### src/rtl/esp32_mdio_pkg.sv
//------------------------------------------------------------------------------
// Module   : esp32_mdio_pkg
// Brief    : Shared Clause-22 MDIO frame-decoder types and field constants.
// Revision : 1.0
//------------------------------------------------------------------------------
`default_nettype none

package esp32_mdio_pkg;

    typedef enum logic [2:0] {
        IDLE  = 3'd0,
        ST2   = 3'd1,
        OP    = 3'd2,
        PHYAD = 3'd3,
        REGAD = 3'd4,
        TA    = 3'd5,
        DATA  = 3'd6
    } mdio_state_t;

    localparam logic [1:0] OP_READ  = 2'b10;
    localparam logic [1:0] OP_WRITE = 2'b01;

    localparam int LEN_OP    = 2;
    localparam int LEN_PHYAD = 5;
    localparam int LEN_REGAD = 5;
    localparam int LEN_TA    = 2;
    localparam int LEN_DATA  = 16;

    // Index of the final bit of the field currently being shifted in.
    function automatic logic [3:0] field_last(input mdio_state_t s);
        case (s)
            OP:      field_last = 4'(LEN_OP - 1);
            PHYAD:   field_last = 4'(LEN_PHYAD - 1);
            REGAD:   field_last = 4'(LEN_REGAD - 1);
            TA:      field_last = 4'(LEN_TA - 1);
            DATA:    field_last = 4'(LEN_DATA - 1);
            default: field_last = 4'd0;
        endcase
    endfunction

endpackage

`default_nettype wire

### src/rtl/esp32_sync_edge.sv
//------------------------------------------------------------------------------
// Module   : esp32_sync_edge
// Brief    : Multi-stage synchroniser for a trigger bit plus W data bits delayed
//            identically, with rise/fall pulses on the synchronised trigger.
// Revision : 1.0
//------------------------------------------------------------------------------
`default_nettype none

module esp32_sync_edge #(
    parameter int C_SYNC = 2,
    parameter int W      = 2
) (
    input  logic         clk,
    input  logic         rst_n,
    input  logic         trig_in,
    input  logic [W-1:0] data_in,
    output logic [W-1:0] data_out,
    output logic         rise,
    output logic         fall
);

    logic [C_SYNC-1:0][W:0] stage;
    logic                   trig_prev;

    always_ff @(posedge clk or negedge rst_n) begin
        if (!rst_n) begin
            stage     <= '0;
            trig_prev <= 1'b0;
        end else begin
            stage     <= {stage[C_SYNC-2:0], {trig_in, data_in}};
            trig_prev <= stage[C_SYNC-1][W];
        end
    end

    assign data_out = stage[C_SYNC-1][W-1:0];
    assign rise     =  stage[C_SYNC-1][W] & ~trig_prev;
    assign fall     = ~stage[C_SYNC-1][W] &  trig_prev;

endmodule

`default_nettype wire

### src/rtl/esp32_mdio_bridge.sv
//------------------------------------------------------------------------------
// Module   : esp32_mdio_bridge
// Brief    : ESP32 <-> LAN8720 MDIO passthrough with live Clause-22 decoder that
//            steers the tristate direction and captures completed frames.
//            Optional MDIO_LAST_READ_EN adds a PHY-0 last-read register table.
// Revision : 1.0
//------------------------------------------------------------------------------
`default_nettype none

module esp32_mdio_bridge
    import esp32_mdio_pkg::*;
#(
    parameter int C_SYNC         = 2,
    parameter int C_PREAMBLE_MIN = 32,
    parameter int C_TIMEOUT_BITS = 12,
    parameter int C_CNT_BITS     = 16
) (
    input  logic                  clk_25mhz,
    input  logic                  rst_n,
    input  logic                  mdc_wifi,
    output logic                  mdc_phy,
    input  logic                  mdio_wifi_i,
    output logic                  mdio_wifi_o,
    output logic                  mdio_wifi_oe,
    input  logic                  mdio_phy_i,
    output logic                  mdio_phy_o,
    output logic                  mdio_phy_oe,
    output logic                  frame_valid,
    output logic                  frame_read,
    output logic [4:0]            frame_phyad,
    output logic [4:0]            frame_regad,
    output logic [15:0]           frame_data,
    output logic [C_CNT_BITS-1:0] frame_cnt,
    output logic [C_CNT_BITS-1:0] err_cnt
`ifdef MDIO_LAST_READ_EN
    ,
    output logic [15:0]           last_read_data,
    input  logic [4:0]            rd_regad,
    output logic [15:0]           rd_data
`endif
);

    localparam int               PRE_W   = $clog2(C_PREAMBLE_MIN + 1);
    localparam logic [PRE_W-1:0] PRE_MIN = PRE_W'(C_PREAMBLE_MIN);

    mdio_state_t                state;
    mdio_state_t                state_next;
    logic [1:0]                 mdio_s;
    logic                       mdc_rise;
    logic                       mdc_fall;
    logic                       sample_bit;
    logic                       last_bit;
    logic                       timeout;
    logic                       fsm_err;
    logic                       fsm_done;
    logic                       dir_set;
    logic                       st_start;
    logic [3:0]                 bit_cnt;
    logic [PRE_W-1:0]           pre_cnt;
    logic                       op_hi;
    logic                       op_read;
    logic [4:0]                 phyad_sh;
    logic [4:0]                 regad_sh;
    logic [15:0]                data_sh;
    logic [15:0]                frame_bits;
    logic                       dir;
    logic                       clr_pending;
    logic [C_TIMEOUT_BITS-1:0]  idle_timer;

    assign mdc_phy      = mdc_wifi;
    assign mdio_wifi_o  = mdio_phy_i;
    assign mdio_phy_o   = mdio_wifi_i;
    assign mdio_wifi_oe = dir;
    assign mdio_phy_oe  = ~dir;

    // MDIO bits ride through the same stages as MDC so the sample lines up
    // with the detected edge.
    esp32_sync_edge #(
        .C_SYNC (C_SYNC),
        .W      (2)
    ) u_sync (
        .clk      (clk_25mhz),
        .rst_n    (rst_n),
        .trig_in  (mdc_wifi),
        .data_in  ({mdio_phy_i, mdio_wifi_i}),
        .data_out (mdio_s),
        .rise     (mdc_rise),
        .fall     (mdc_fall)
    );

    assign sample_bit = dir ? mdio_s[1] : mdio_s[0];
    assign last_bit   = (bit_cnt == field_last(state));
    assign timeout    = (&idle_timer) && !(mdc_rise || mdc_fall);
    assign frame_bits = {data_sh[14:0], sample_bit};

    always_ff @(posedge clk_25mhz or negedge rst_n) begin
        if (!rst_n) state <= IDLE;
        else        state <= state_next;
    end

    always_comb begin
        state_next = state;
        if (fsm_err) begin
            state_next = IDLE;
        end else if (mdc_rise) begin
            case (state)
                IDLE:    if (st_start) state_next = ST2;
                ST2:     state_next = OP;
                OP:      if (last_bit) state_next = PHYAD;
                PHYAD:   if (last_bit) state_next = REGAD;
                REGAD:   if (last_bit) state_next = TA;
                TA:      if (last_bit) state_next = DATA;
                DATA:    if (last_bit) state_next = IDLE;
                default: state_next = IDLE;
            endcase
        end
    end

    // On reads the first TA bit is high-Z and ignored; the PHY must drive the
    // second one low or the frame is rejected.
    always_comb begin
        fsm_err  = 1'b0;
        fsm_done = 1'b0;
        dir_set  = 1'b0;
        st_start = 1'b0;
        if (timeout && state != IDLE) begin
            fsm_err = 1'b1;
        end else if (mdc_rise) begin
            case (state)
                IDLE:    st_start = !sample_bit && (pre_cnt >= PRE_MIN);
                ST2:     fsm_err  = !sample_bit;
                OP:      fsm_err  = last_bit && ({op_hi, sample_bit} != OP_READ)
                                             && ({op_hi, sample_bit} != OP_WRITE);
                REGAD:   dir_set  = last_bit && op_read;
                TA:      fsm_err  = last_bit && op_read && sample_bit;
                DATA:    fsm_done = last_bit;
                default: fsm_err  = 1'b0;
            endcase
        end
    end

    always_ff @(posedge clk_25mhz or negedge rst_n) begin
        if (!rst_n) begin
            bit_cnt    <= '0;
            pre_cnt    <= '0;
            op_hi      <= 1'b0;
            op_read    <= 1'b0;
            phyad_sh   <= '0;
            regad_sh   <= '0;
            data_sh    <= '0;
            idle_timer <= '0;
        end else begin
            if (state_next != state) bit_cnt <= '0;
            else if (mdc_rise)       bit_cnt <= bit_cnt + 1'b1;

            if (state != IDLE || timeout) pre_cnt <= '0;
            else if (mdc_rise)            pre_cnt <= !sample_bit ? '0 :
                                                     (pre_cnt == PRE_MIN) ? pre_cnt : pre_cnt + 1'b1;

            if (mdc_rise) begin
                case (state)
                    OP: begin
                        op_hi   <= sample_bit;
                        op_read <= ({op_hi, sample_bit} == OP_READ);
                    end
                    PHYAD:   phyad_sh <= {phyad_sh[3:0], sample_bit};
                    REGAD:   regad_sh <= {regad_sh[3:0], sample_bit};
                    DATA:    data_sh  <= frame_bits;
                    default: ;
                endcase
            end

            if (mdc_rise || mdc_fall || timeout) idle_timer <= '0;
            else                                 idle_timer <= idle_timer + 1'b1;
        end
    end

    // Direction is released only on the MDC fall following the last data bit,
    // so the PHY keeps the ESP32 side driven through that final bit.
    always_ff @(posedge clk_25mhz or negedge rst_n) begin
        if (!rst_n) begin
            dir         <= 1'b0;
            clr_pending <= 1'b0;
        end else if (fsm_err) begin
            dir         <= 1'b0;
            clr_pending <= 1'b0;
        end else if (dir_set) begin
            dir         <= 1'b1;
        end else if (fsm_done) begin
            clr_pending <= 1'b1;
        end else if (mdc_fall && clr_pending) begin
            dir         <= 1'b0;
            clr_pending <= 1'b0;
        end
    end

    always_ff @(posedge clk_25mhz or negedge rst_n) begin
        if (!rst_n) begin
            frame_valid <= 1'b0;
            frame_read  <= 1'b0;
            frame_phyad <= '0;
            frame_regad <= '0;
            frame_data  <= '0;
            frame_cnt   <= '0;
            err_cnt     <= '0;
        end else begin
            frame_valid <= fsm_done;
            if (fsm_done) begin
                frame_read  <= op_read;
                frame_phyad <= phyad_sh;
                frame_regad <= regad_sh;
                frame_data  <= frame_bits;
                frame_cnt   <= frame_cnt + 1'b1;
            end
            if (fsm_err) err_cnt <= err_cnt + 1'b1;
        end
    end

`ifdef MDIO_LAST_READ_EN
    logic [15:0] rd_table [32];

    always_ff @(posedge clk_25mhz or negedge rst_n) begin
        if (!rst_n) begin
            for (int i = 0; i < 32; i++) rd_table[i] <= '0;
            last_read_data <= '0;
            rd_data        <= '0;
        end else begin
            rd_data <= rd_table[rd_regad];
            if (fsm_done && op_read) begin
                last_read_data <= frame_bits;
                if (phyad_sh == 5'd0) rd_table[regad_sh] <= frame_bits;
            end
        end
    end
`endif

endmodule

`default_nettype wire

### config.mk
export PLATFORM = sky130hd
export DESIGN_NAME = esp32_mdio_bridge
export DESIGN_NICKNAME = d
export VERILOG_FILES = /design/src/rtl/esp32_mdio_pkg.sv /design/src/rtl/esp32_sync_edge.sv /design/src/rtl/esp32_mdio_bridge.sv
export SDC_FILE = /design/constraint.sdc
export NUM_CORES = 1
export LEC_CHECK = 0
export BUFFER_PORTS_ARGS = -buffer_cell sky130_fd_sc_hd__buf_2
export CORE_MARGIN = 5
export CORE_UTILIZATION = 52
export DETAILED_ROUTE_END_ITERATION = 16
export HOLD_SLACK_MARGIN = 0.02
export PLACE_DENSITY_LB_ADDON = 0.25
export SETUP_SLACK_MARGIN = 0.4
export SYNTH_ARGS = -nofsm -noshare
export SYNTH_HDL_FRONTEND = slang
export SYNTH_HIERARCHICAL = 1
export SYNTH_SLANG_ARGS = --single-unit
export TNS_END_PERCENT = 50
### constraint.sdc
create_clock -name clk_25mhz -period 6.05 [get_ports clk_25mhz]
set_input_delay 1.5125 -clock clk_25mhz [delete_from_list [all_inputs] [get_ports clk_25mhz]]
set_output_delay 1.5125 -clock clk_25mhz [all_outputs]
set_load 0.02 [all_outputs]
==> impl_metrics.py, run 1 <==
metrics = {
    "synthesis": {
        "synth-seq-area-share_pct": 56.2,
        "synth_area_per_cell_sq_um": 10.0,
        "synth-seq-cells": 121,
        "synth_area_leaders": "dfrtp_1, nand2_1, xnor2_1",
        "synth_area_sq_mm": 0.00539,
        "synth_top_cell_by_area": "dfrtp_1",
        "syn-num-nets": 548,
        "netlist-cell-type-count": 56,
        "yosysMostFrequentCell": "nand2_1",
        "netlist_instances": 537,
        "synth_warnings": 6,
        "async_reset_ff_share_pct": 100,
        "synth_commonest_cells": "nand2_1, dfrtp_1, nor2_1",
        "ys.flop_type": "dfrtp_1",
        "synth-edff-count": 0,
        "netlist.area_leader.share_pct": 56.2,
    },
    "critical_path": {
        "critical_path_class": "reg2reg",
        "required_ns": 6.45,
        "critPathSlowestCell": "dfrtp_1",
        "start_kind": "flip-flop",
        "worstPathCellList": "nand2b_4, or4_4, a32oi_4, nand2_2, inv_2, nand4_1, xnor2_1",
        "max_stage_delay_ns": 0.72,
        "crit_fanout": 32,
        "arrival_ns": 3.78,
        "timing.critical_path.buf_inv": 1,
        "path_delay_family": "simple AND/OR/NAND/NOR gates",
        "crit_path_end_kind": "flip-flop",
    },
    "cts": {
        "ctsResizeCount": 0,
        "clkSinkCount": 121,
        "worstSkewPairLatency_ns": 0.52,
        "cts_root_buf": "clkbuf_8",
        "hold_buffers": 0,
        "clock_path_buffers": 2,
        "post_cts_buffers": 0,
        "cts_inserted_buffers": 17,
        "htreeDepth": 4,
        "clk_pin_slew_worst_paths_ns": 0.06,
        "cts_tree": "built",
    },
    "placed_design": {
        "place_area_sq_mm": 0.00578,
        "place_ws_ns": 2.67,
        "gp_congestion": 0.797,
        "hpwl_um": 6870,
        "port_buffers": 69,
    },
    "cells_and_area": {
        "nets": 612,
        "n_antenna_cell": 0,
        "fillCellCount": 852,
        "final_core_utilization_pct": 61.9,
        "drive_above_1_share_pct": 20.8,
        "fin_area_sq_mm": 0.00634,
        "syn_to_final_growth_pct": 17.6,
    },
    "pwr": {
        "swShare_pct": 29.8,
        "power_leakage_nw": 3.24,
        "power.share.sequential_pct": 44.3,
        "clkPwrFrac_pct": 42.1,
        "p_switching_mw": 0.663,
        "power_frac_comb_pct": 13.5,
        "p_per_area_mw_per_mm2": 352,
        "intPower_mw": 1.57,
        "finalPower_mw": 2.23,
        "ir_worst_vdd_v": 0.000251,
    },
    "detailed_routing": {
        "drt_iter0_markers": 286,
        "first_pass_iters": 4,
        "wl_um": 10500,
        "final_antenna_net_count": 0,
        "viasPerCell": 5.28,
        "via_count": 3958,
        "wl_per_cell_um": 14.0,
        "drc": 0,
    },
    "global_route": {
        "grt_overflow": 0,
        "track_usage_pct": 18.2,
        "grt_pass1_vias": 4001,
        "antenna_found_initial": 0,
        "grt_pass1_wl_um": 18600,
        "grt_max_degree": 86,
    },
    "sta": {
        "setup_viol": 0,
        "finClkSkew_ns": 0.00691,
        "hold_violations": 0,
        "fin_ws_ns": 2.67,
        "finalCritPeriodShare_pct": 55.8,
        "fmax_ghz": 0.296,
        "drv_slew": 0,
        "rsz0062_at_grt": "no",
        "maxSlewHeadroom_pct": 29.4,
        "tightest_slew_ns": 1.06,
        "finalSetupTns_ns": 0,
        "min_period_ns": 3.38,
    },
    "floorplanning": {
        "start_util_pct": 52.7,
        "dieArea_sq_mm": 0.0125,
        "chipWidth_um": 112,
        "rows": 37,
        "die_h_um": 112,
        "ios": 70,
        "core_area_sq_mm": 0.0102,
    },
    "flow_run": {
        "cap_violations": 0,
    },
    "hold_path": {
        "hp-class": "reg2reg",
    },
    "outcome": {
        "status": "finished clean",
    },
}
per-stage QoR:
step	cells	hold slack (ns)
finish	750	0.347
global route	750	0.367
CTS	750	0.349
detailed placement	718	0.336
global placement	718	0.339
floorplan	537	0.331
placed cells by master, fill, tap and decap left out, drive strengths merged, types with 4 or more instances in the layout:
master and instances:
o21a 4, xor2 18, ha 6, nand4 19
o21ai 15, buf 72, clkinvlp 5, mux2 8
nor3 7, a31oi 13, inv 15, xnor2 26
and3 11, dfrtp 121, nand2 153, a21oi 9
clkbuf 18, nor2 38, nand3 9
metal layers:
metal	global-route usage, %	wire, um	vias up
li1	-	-	1932
met1	24.0	4880	1912
met2	28.3	4840	98
met3	5.43	566	16
met4	7.54	216	0
met5	0	0	-
worst reg2reg max path, cell delays in order (launching register included):
cell and delay [ns]:
dfrtp_1 0.72, nand2b_4 0.14, or4_4 0.53, a32oi_4 0.46, nand2_2 0.49, inv_2 0.58, nand4_1 0.19, xnor2_1 0.15
power groups by stage:
| stage | registers [mW] | clock network, mW | logic (mW) |
|---|---|---|---|
| after global routing | 1.00 | 1.00 | 0.341 |
| final | 0.988 | 0.939 | 0.302 |
| after detailed placement | 1.00 | 0 | 0.303 |
| after CTS | 0.988 | 0.961 | 0.306 |
| after global placement | 0.997 | 0 | 0.292 |
| after floorplan | 0.990 | 0 | 0.227 |
area by class of cell:
type,instances,area (sq um),area share (%)
clock buffer,18,418,6.59
clock inverter,14,140,2.21
inverter,10,37.5,0.592
multi-input combinational,379,2170,34.3
sequential,121,3030,47.8
tap,136,170,2.69
timing repair buffer,72,370,5.84
state kept, by name (all words and copies together), names as in the netlist, 2 cells and up:
name / cells
idle_timer: 12
frame_cnt: 16
state: 3
bit_cnt: 4
regad_sh: 5
frame_phyad: 5
phyad_sh: 5
frame_regad: 5
u_sync/stage: 4
data_sh: 15
frame_data: 16
err_cnt: 16
u_sync/data_out: 2
pre_cnt: 6
cells by family (layout without fill, tap and decap cells):
| family | Yosys count | in the layout | synth area share, % |
|---|---|---|---|
| fa+ha+maj | 6 | 6 | 1.39 |
| buf+inv | 37 | 114 | 3.48 |
| compound gates | 55 | 55 | 7.15 |
| mux | 10 | 10 | 2.04 |
| xor+xnor | 44 | 44 | 7.15 |
| flops | 121 | 121 | 56.2 |
| simple gates | 264 | 264 | 22.6 |
worst paths after layout:
path,cells past startpoint,slack [ns],endpoint,start
min in group asynchronous,1,1.17,frame_cnt[8],rst_n
hold / removal,0,0.35,u_sync/data_out[1],u_sync/stage[1]
hold reg to reg,0,0.35,u_sync/data_out[1],u_sync/stage[1]
setup reg to reg,7,2.67,frame_cnt[3],state[2]
max in group asynchronous,2,3.80,u_sync/data_out[0],rst_n
setup / recovery,7,2.67,frame_cnt[3],state[2]
No activity file was read; power rests on OpenSTA's default activity.
==> run 2, diff against run 1 <==
Clock period 6.05 ns to 2.8 ns, I/O delays scaled along.
==> run 2 against run 1 <==
Net effect:
- utilization increased by 1.8 points
- final cell count up 2.4%
- flip-flop and latch count is the same
- clock power is 110% higher
- worst setup slack got worse by 2.2 ns
- die area is the same
- sequential share of layout area shrank 1.3 points
- sequential power rose by 120%
- combinational power rose to 2.6 times the previous value
- hold slack lost 0.26 ns
- total power grew 120%
- highest routed layer unchanged
==> impl_metrics.py, run 2 (synthesis results as in run 1) <==
metrics = {
    "cells_and_area": {
        "nets": 631,
        "drive_above_1_share_pct": 23.9,
        "final_cell_mix": "nand2_1, dfrtp_1, buf_2, nor2_1, xnor2_1",
        "layout_commonest_cell": "nand2_1",
        "final_core_utilization_pct": 63.7,
        "fillCellCount": 835,
        "reg_top3": "err_cnt: 16 flops, frame_cnt: 16 flops, frame_data: 16 flops",
        "syn_to_final_growth_pct": 21.0,
        "n_antenna_cell": 0,
        "fin_area_sq_mm": 0.00652,
    },
    "detailed_routing": {
        "met3_length_um": 591,
        "routed-wl-met2_um": 5080,
        "viasPerCell": 5.36,
        "drt-met1-wl_um": 4920,
        "drc": 0,
        "via_count": 4117,
        "wl_per_cell_um": 14.0,
        "top_layer": "met4",
        "first_pass_iters": 6,
        "final_antenna_net_count": 0,
        "wl_um": 10700,
        "drt_iter0_markers": 326,
    },
    "sta": {
        "min_period_ns": 2.34,
        "fmax_ghz": 0.427,
        "tightest_slew_ns": 0.588,
        "finalSetupTns_ns": 0,
        "setup_viol": 0,
        "finClkSkew_ns": 0.0109,
        "rsz0062_at_grt": "yes",
        "maxSlewHeadroom_pct": 60.5,
        "hold_violations": 0,
        "finalCritPeriodShare_pct": 83.6,
        "drv_slew": 0,
    },
    "critical_path": {
        "critical_path_class": "reg2reg",
        "max_stage_delay_ns": 0.52,
        "timing.rr.end": "err_cnt[5]",
        "critPathSlowestCell": "or4_4",
        "required_ns": 3.24,
        "worstReg2RegStart": "state[0]",
        "rr_worst_depth": 7,
        "rrSetupSlack_ns": 0.46,
        "crit_fanout": 8,
        "arrival_ns": 2.78,
        "worstPathCellList": "nand2b_4, or4_4, a32oi_4, a211oi_4, buf_4, nor3_2, xor2_1",
        "start_kind": "flip-flop",
        "crit_path_end_kind": "flip-flop",
    },
    "placed_design": {
        "gp_congestion": 0.864,
        "place_area_sq_mm": 0.00586,
        "hpwl_um": 7140,
        "port_buffers": 69,
    },
    "floorplanning": {
        "rows": 37,
        "start_util_pct": 52.7,
        "dieArea_sq_mm": 0.0125,
        "chipWidth_um": 112,
        "ios": 70,
        "die_h_um": 112,
        "core_area_sq_mm": 0.0102,
    },
    "global_route": {
        "grt_max_degree": 65,
        "grt_pass1_wl_um": 19100,
        "grt_pass1_vias": 4007,
        "antenna_found_initial": 0,
        "track_usage_pct": 18.5,
        "grt_overflow": 0,
    },
    "pwr": {
        "clkPwrFrac_pct": 40.3,
        "p_per_area_mw_per_mm2": 749,
        "intPower_mw": 3.46,
        "power_leakage_nw": 3.34,
        "swShare_pct": 29.3,
        "p_switching_mw": 1.43,
        "power_frac_comb_pct": 16.2,
        "power.share.sequential_pct": 43.5,
        "ir_worst_vdd_v": 0.000485,
    },
    "flow_run": {
        "cap_violations": 0,
    },
    "outcome": {
        "status": "finished clean",
    },
    "cts": {
        "cts_inserted_buffers": 17,
        "cts_tree": "built",
        "htreeDepth": 4,
        "clk_pin_slew_worst_paths_ns": 0.06,
        "clock_path_buffers": 2,
        "worstSkewPairLatency_ns": 0.52,
        "cts_root_buf": "clkbuf_8",
        "clkSinkCount": 121,
    },
    "hold_path": {
        "hp-class": "in2async",
    },
}
==> run 2: cell count changes in the layout (fill, tap and decap cells not counted), moves of 2 or more <==
cell      delta
dfrtp_2      +3
buf_4       +16
dfrtp_1      -3
clkinv_2     +3
inv_6        -2
buf_12       +2
==> run 2: worst max-delay path: cells and delay by family, from the launching register on <==
kind / cells / cell delay (ns)
AOI/OAI and AO/OA: 2 / 0.52
xor gates and xnor gates: 1 / 0.16
buffers and inverters: 1 / 0.19
DFF: 1 / 0.48
and+or+nand+nor: 3 / 0.91
==> run 2: through the flow <==
step           setup WS (ns)  hold WS [ns]  std cells  total power, mW
6_report               0.459        0.0842        768             4.89
5_1_grt                0.342        0.0885        768             5.15
4_1_cts                0.406        0.0711        758             4.83
3_5_place_dp           0.309         0.348        727             2.85
3_3_place_gp           0.382         0.335        727             2.82
2_1_floorplan          0.728         0.331        537             2.63
==> run 2: area by class of cell <==
type                       instances  area, sq um  share of cell area, %
tap                              136          170                   2.61
inverter                          10         45.0                  0.691
multi-input combinational        379         2190                   33.6
clock buffer                      17          414                   6.35
timing repair buffer              91          542                   8.31
clock inverter                    14          128                   1.96
sequential                       121         3030                   46.5
==> run 2: power groups by stage <==
stage | Combinational, mW | Clock (mW) | Sequential [mW]
finish | 0.791 | 1.97 | 2.13
global route | 0.891 | 2.11 | 2.15
CTS | 0.692 | 2.01 | 2.13
detailed placement | 0.688 | 0 | 2.16
global placement | 0.671 | 0 | 2.15
floorplan | 0.491 | 0 | 2.14
==> run 2: worst max path at each step <==
stage             startpoint       endpoint  slack (ns)  cells past startpoint
4_1_cts        idle_timer[0]    err_cnt[12]        0.41                      7
5_1_grt        idle_timer[0]     err_cnt[5]        0.34                      8
3_5_place_dp        state[0]  frame_data[3]        0.31                      8
3_3_place_gp        state[0]  frame_data[2]        0.38                      8
6_report            state[0]     err_cnt[5]        0.46                      7
2_1_floorplan  idle_timer[0]     err_cnt[2]        0.73                      8
==> run 2: timing repair <==
item,in CTS,in global routing
endpoints found under the setup margin,27,52
pin swaps,0,4
setup buffers,0,10
resized for setup,3,8
hold buffers,0,0
==> run 2: layer usage <==
| layer | up-vias | GRT usage, % |
|---|---|---|
| met3 | 13 | 5.54 |
| met5 | - | 0 |
| li1 | 1972 | - |
| met1 | 2016 | 25.6 |
| met4 | 0 | 6.49 |
| met2 | 116 | 27.9 |
==> run 3, diff against run 2 <==
Settings changed: ABC_AREA set to 1.
Clock period 2.8 ns to 2.1 ns, I/O delays scaled along.
==> run 3 against run 2 <==
Net effect:
- sequential share of layout area shrank 5.8 points
- total power grew 68%
- final cell count grew 19%
- cell area grew 14%
- critical path depth grew 7
- flip-flop and latch count is the same
- synthesized cell count grew 18%
- worst setup slack lost 0.41 ns
- critical endpoint is now frame_cnt[12]
==> impl_metrics.py, run 3 <==
metrics = {
    "critical_path": {
        "required_ns": 2.50,
        "timing.critical_path.buf_inv": 1,
        "worstPathCellList": "nand2_2, nand2_2, nand2_1, nand2_1, nand2_2, nor2_4, nand2_4, inv_6, nand2_8, nor3_4, nand2_1, nor2_2, nand2_1, xor2_1",
        "cp.depth": 14,
        "worstReg2RegStart": "state[0]",
        "start_kind": "flip-flop",
        "crit_end": "frame_cnt[12]",
        "rrSetupSlack_ns": 0.05,
        "critPathSlowestCell": "dfrtp_2",
        "path_delay_family": "simple AND/OR/NAND/NOR gates",
        "timing.rr.end": "frame_cnt[12]",
        "arrival_ns": 2.45,
        "crit_top_cell": "nand2_1",
        "crit_path_end_kind": "flip-flop",
        "crit_fanout": 6,
        "max_stage_delay_ns": 0.45,
        "critical_path_class": "reg2reg",
        "rr_worst_depth": 14,
        "critPathLaunch": "state[0]",
    },
    "global_route": {
        "grt_overflow": 0,
        "track_usage_pct": 20.6,
        "grt_pass1_vias": 4696,
        "grt_max_degree": 40,
        "antenna_found_initial": 0,
        "grt_pass1_wl_um": 21500,
    },
    "placed_design": {
        "port_buffers": 69,
        "dp.cells": 842,
        "gp_congestion": 0.966,
        "hpwl_um": 7880,
    },
    "detailed_routing": {
        "drt_iter0_markers": 340,
        "first_pass_iters": 5,
        "drc": 0,
        "wl_um": 12800,
        "viasPerCell": 5.08,
        "wl_per_cell_um": 14.0,
        "via_count": 4660,
        "final_antenna_net_count": 0,
    },
    "synthesis": {
        "synth-seq-cells": 121,
        "netlist.area_leader.share_pct": 53.8,
        "synth_area_sq_mm": 0.00563,
        "synth_top_cell_by_area": "dfrtp_1",
        "synth_commonest_cells": "nand2_1, dfrtp_1, inv_1",
        "synth-edff-count": 0,
        "synth_area_per_cell_sq_um": 8.91,
        "yosysMostFrequentCell": "nand2_1",
        "async_reset_ff_share_pct": 100,
        "synth_area_leaders": "dfrtp_1, nand2_1, inv_1",
        "netlist_instances": 632,
        "synth-seq-area-share_pct": 53.8,
        "synth_warnings": 6,
        "ys.flop_type": "dfrtp_1",
        "netlist-cell-type-count": 45,
        "syn-num-nets": 643,
    },
    "cells_and_area": {
        "nets": 775,
        "n_antenna_cell": 0,
        "final_cell_mix": "nand2_1, dfrtp_1, inv_1, buf_2, o21ai_0",
        "seq_area_sq_mm": 0.00303,
        "multi_input_area_sq_mm": 0.00231,
        "drive_above_1_share_pct": 30.1,
        "layout_commonest_cell": "nand2_1",
        "fillCellCount": 827,
        "reg_top3": "err_cnt: 16 flops, frame_cnt: 16 flops, frame_data: 16 flops",
        "syn_to_final_growth_pct": 32.2,
        "instances_no_fill": 917,
    },
    "sta": {
        "hold_violations": 0,
        "maxSlewHeadroom_pct": 64.1,
        "rsz0062_at_grt": "yes",
        "setup_viol": 0,
        "drv_slew": 0,
        "tightest_slew_ns": 0.537,
        "fmax_ghz": 0.488,
        "min_period_ns": 2.05,
        "finClkSkew_ns": 0.00758,
        "finalCritPeriodShare_pct": 97.6,
    },
    "pwr": {
        "ir_worst_vdd_v": 0.000603,
        "finalPower_mw": 8.23,
        "p_per_area_mw_per_mm2": 1110,
        "power_leakage_nw": 3.85,
    },
    "cts": {
        "clkSinkCount": 121,
        "htreeDepth": 4,
        "clock_path_buffers": 2,
        "cts_root_buf": "clkbuf_8",
        "cts_tree": "built",
        "clk_pin_slew_worst_paths_ns": 0.06,
        "worstSkewPairLatency_ns": 0.52,
        "cts_inserted_buffers": 17,
    },
    "floorplanning": {
        "die_h_um": 114,
        "start_util_pct": 52.4,
        "rows": 38,
        "dieArea_sq_mm": 0.0130,
        "core_area_sq_mm": 0.0107,
        "chipWidth_um": 114,
        "ios": 70,
    },
    "hold_path": {
        "min-delay-start": "mdio_wifi_i",
        "hp-class": "in2reg",
    },
    "outcome": {
        "status": "finished clean",
    },
    "flow_run": {
        "cap_violations": 0,
    },
}
run 3: worst min-delay path by stage:
| stage | endpoint | slack [ns] | cells past startpoint |
|---|---|---|---|
| CTS | u_sync/stage[0] | 0.09 | 1 |
| floorplan | bit_cnt[0] | 0.23 | 0 |
| global route | u_sync/stage[0] | 0.09 | 1 |
| detailed placement | u_sync/data_out[0] | 0.33 | 0 |
| global placement | u_sync/data_out[0] | 0.33 | 0 |
| finish | u_sync/stage[0] | 0.12 | 1 |
run 3: timing repair:
action                                 4_1_cts  5_1_grt
setup endpoints to repair                   77      107
gates resized for setup                     36       43
buffers inserted                            25       14
endpoints found under the hold margin       36        0
hold buffers                                 1        0
pin swaps                                   13       20
cloned                                       2        1
run 3: per-layer routing:
layer | GRT usage [%] | up-vias | wire [um]
li1 | - | 2253 | -
met1 | 26.3 | 2228 | 5480
met2 | 33.9 | 148 | 6370
met3 | 5.39 | 31 | 680
met4 | 7.60 | 0 | 301
met5 | 0 | - | 0
run 3: stage by stage:
stage / setup slack (ns) / utilization (%) / area (sq um) / hold WS (ns) / setup TNS, ns
floorplan: 0.210 / - / 5680 / 0.229 / 0
global placement: 0.0989 / 58.3 / 6260 / 0.331 / 0
detailed placement: -0.0221 / 58.3 / 6260 / 0.335 / -0.0384
CTS: 0.0740 / 67.2 / 7220 / 0.0935 / 0
global route: -0.0754 / 69.3 / 7450 / 0.0892 / -0.427
finish: 0.0499 / 69.3 / 7450 / 0.122 / 0
run 3: report_power, final:
group | internal (mW) | switching [mW] | leakage (nW)
clock | 1.83 | 1.11 | 0.293
combinational | 0.882 | 1.39 | 1.93
sequential | 2.71 | 0.301 | 1.63
run 3: cell type report:
cell class | count | area share [%]
clock buffers | 17 | 5.56
clock inverters | 15 | 2.55
inverters | 99 | 5.29
multi-input cells | 394 | 31.0
flip-flops and latches | 121 | 40.7
well taps | 140 | 2.35
repair buffers | 129 | 12.2
repair inverters | 2 | 0.336
run 3: cell families after synthesis:
| logic type | Yosys count | share of synthesized area (%) |
|---|---|---|
| xor gates and xnor gates | 34 | 5.29 |
| DFF | 121 | 53.8 |
| adders and majority gates | 6 | 1.33 |
| AOI/OAI and AO/OA | 87 | 8.49 |
| buffers and inverters | 117 | 8.48 |
| muxes | 1 | 0.178 |
| and+or+nand+nor | 266 | 22.5 |
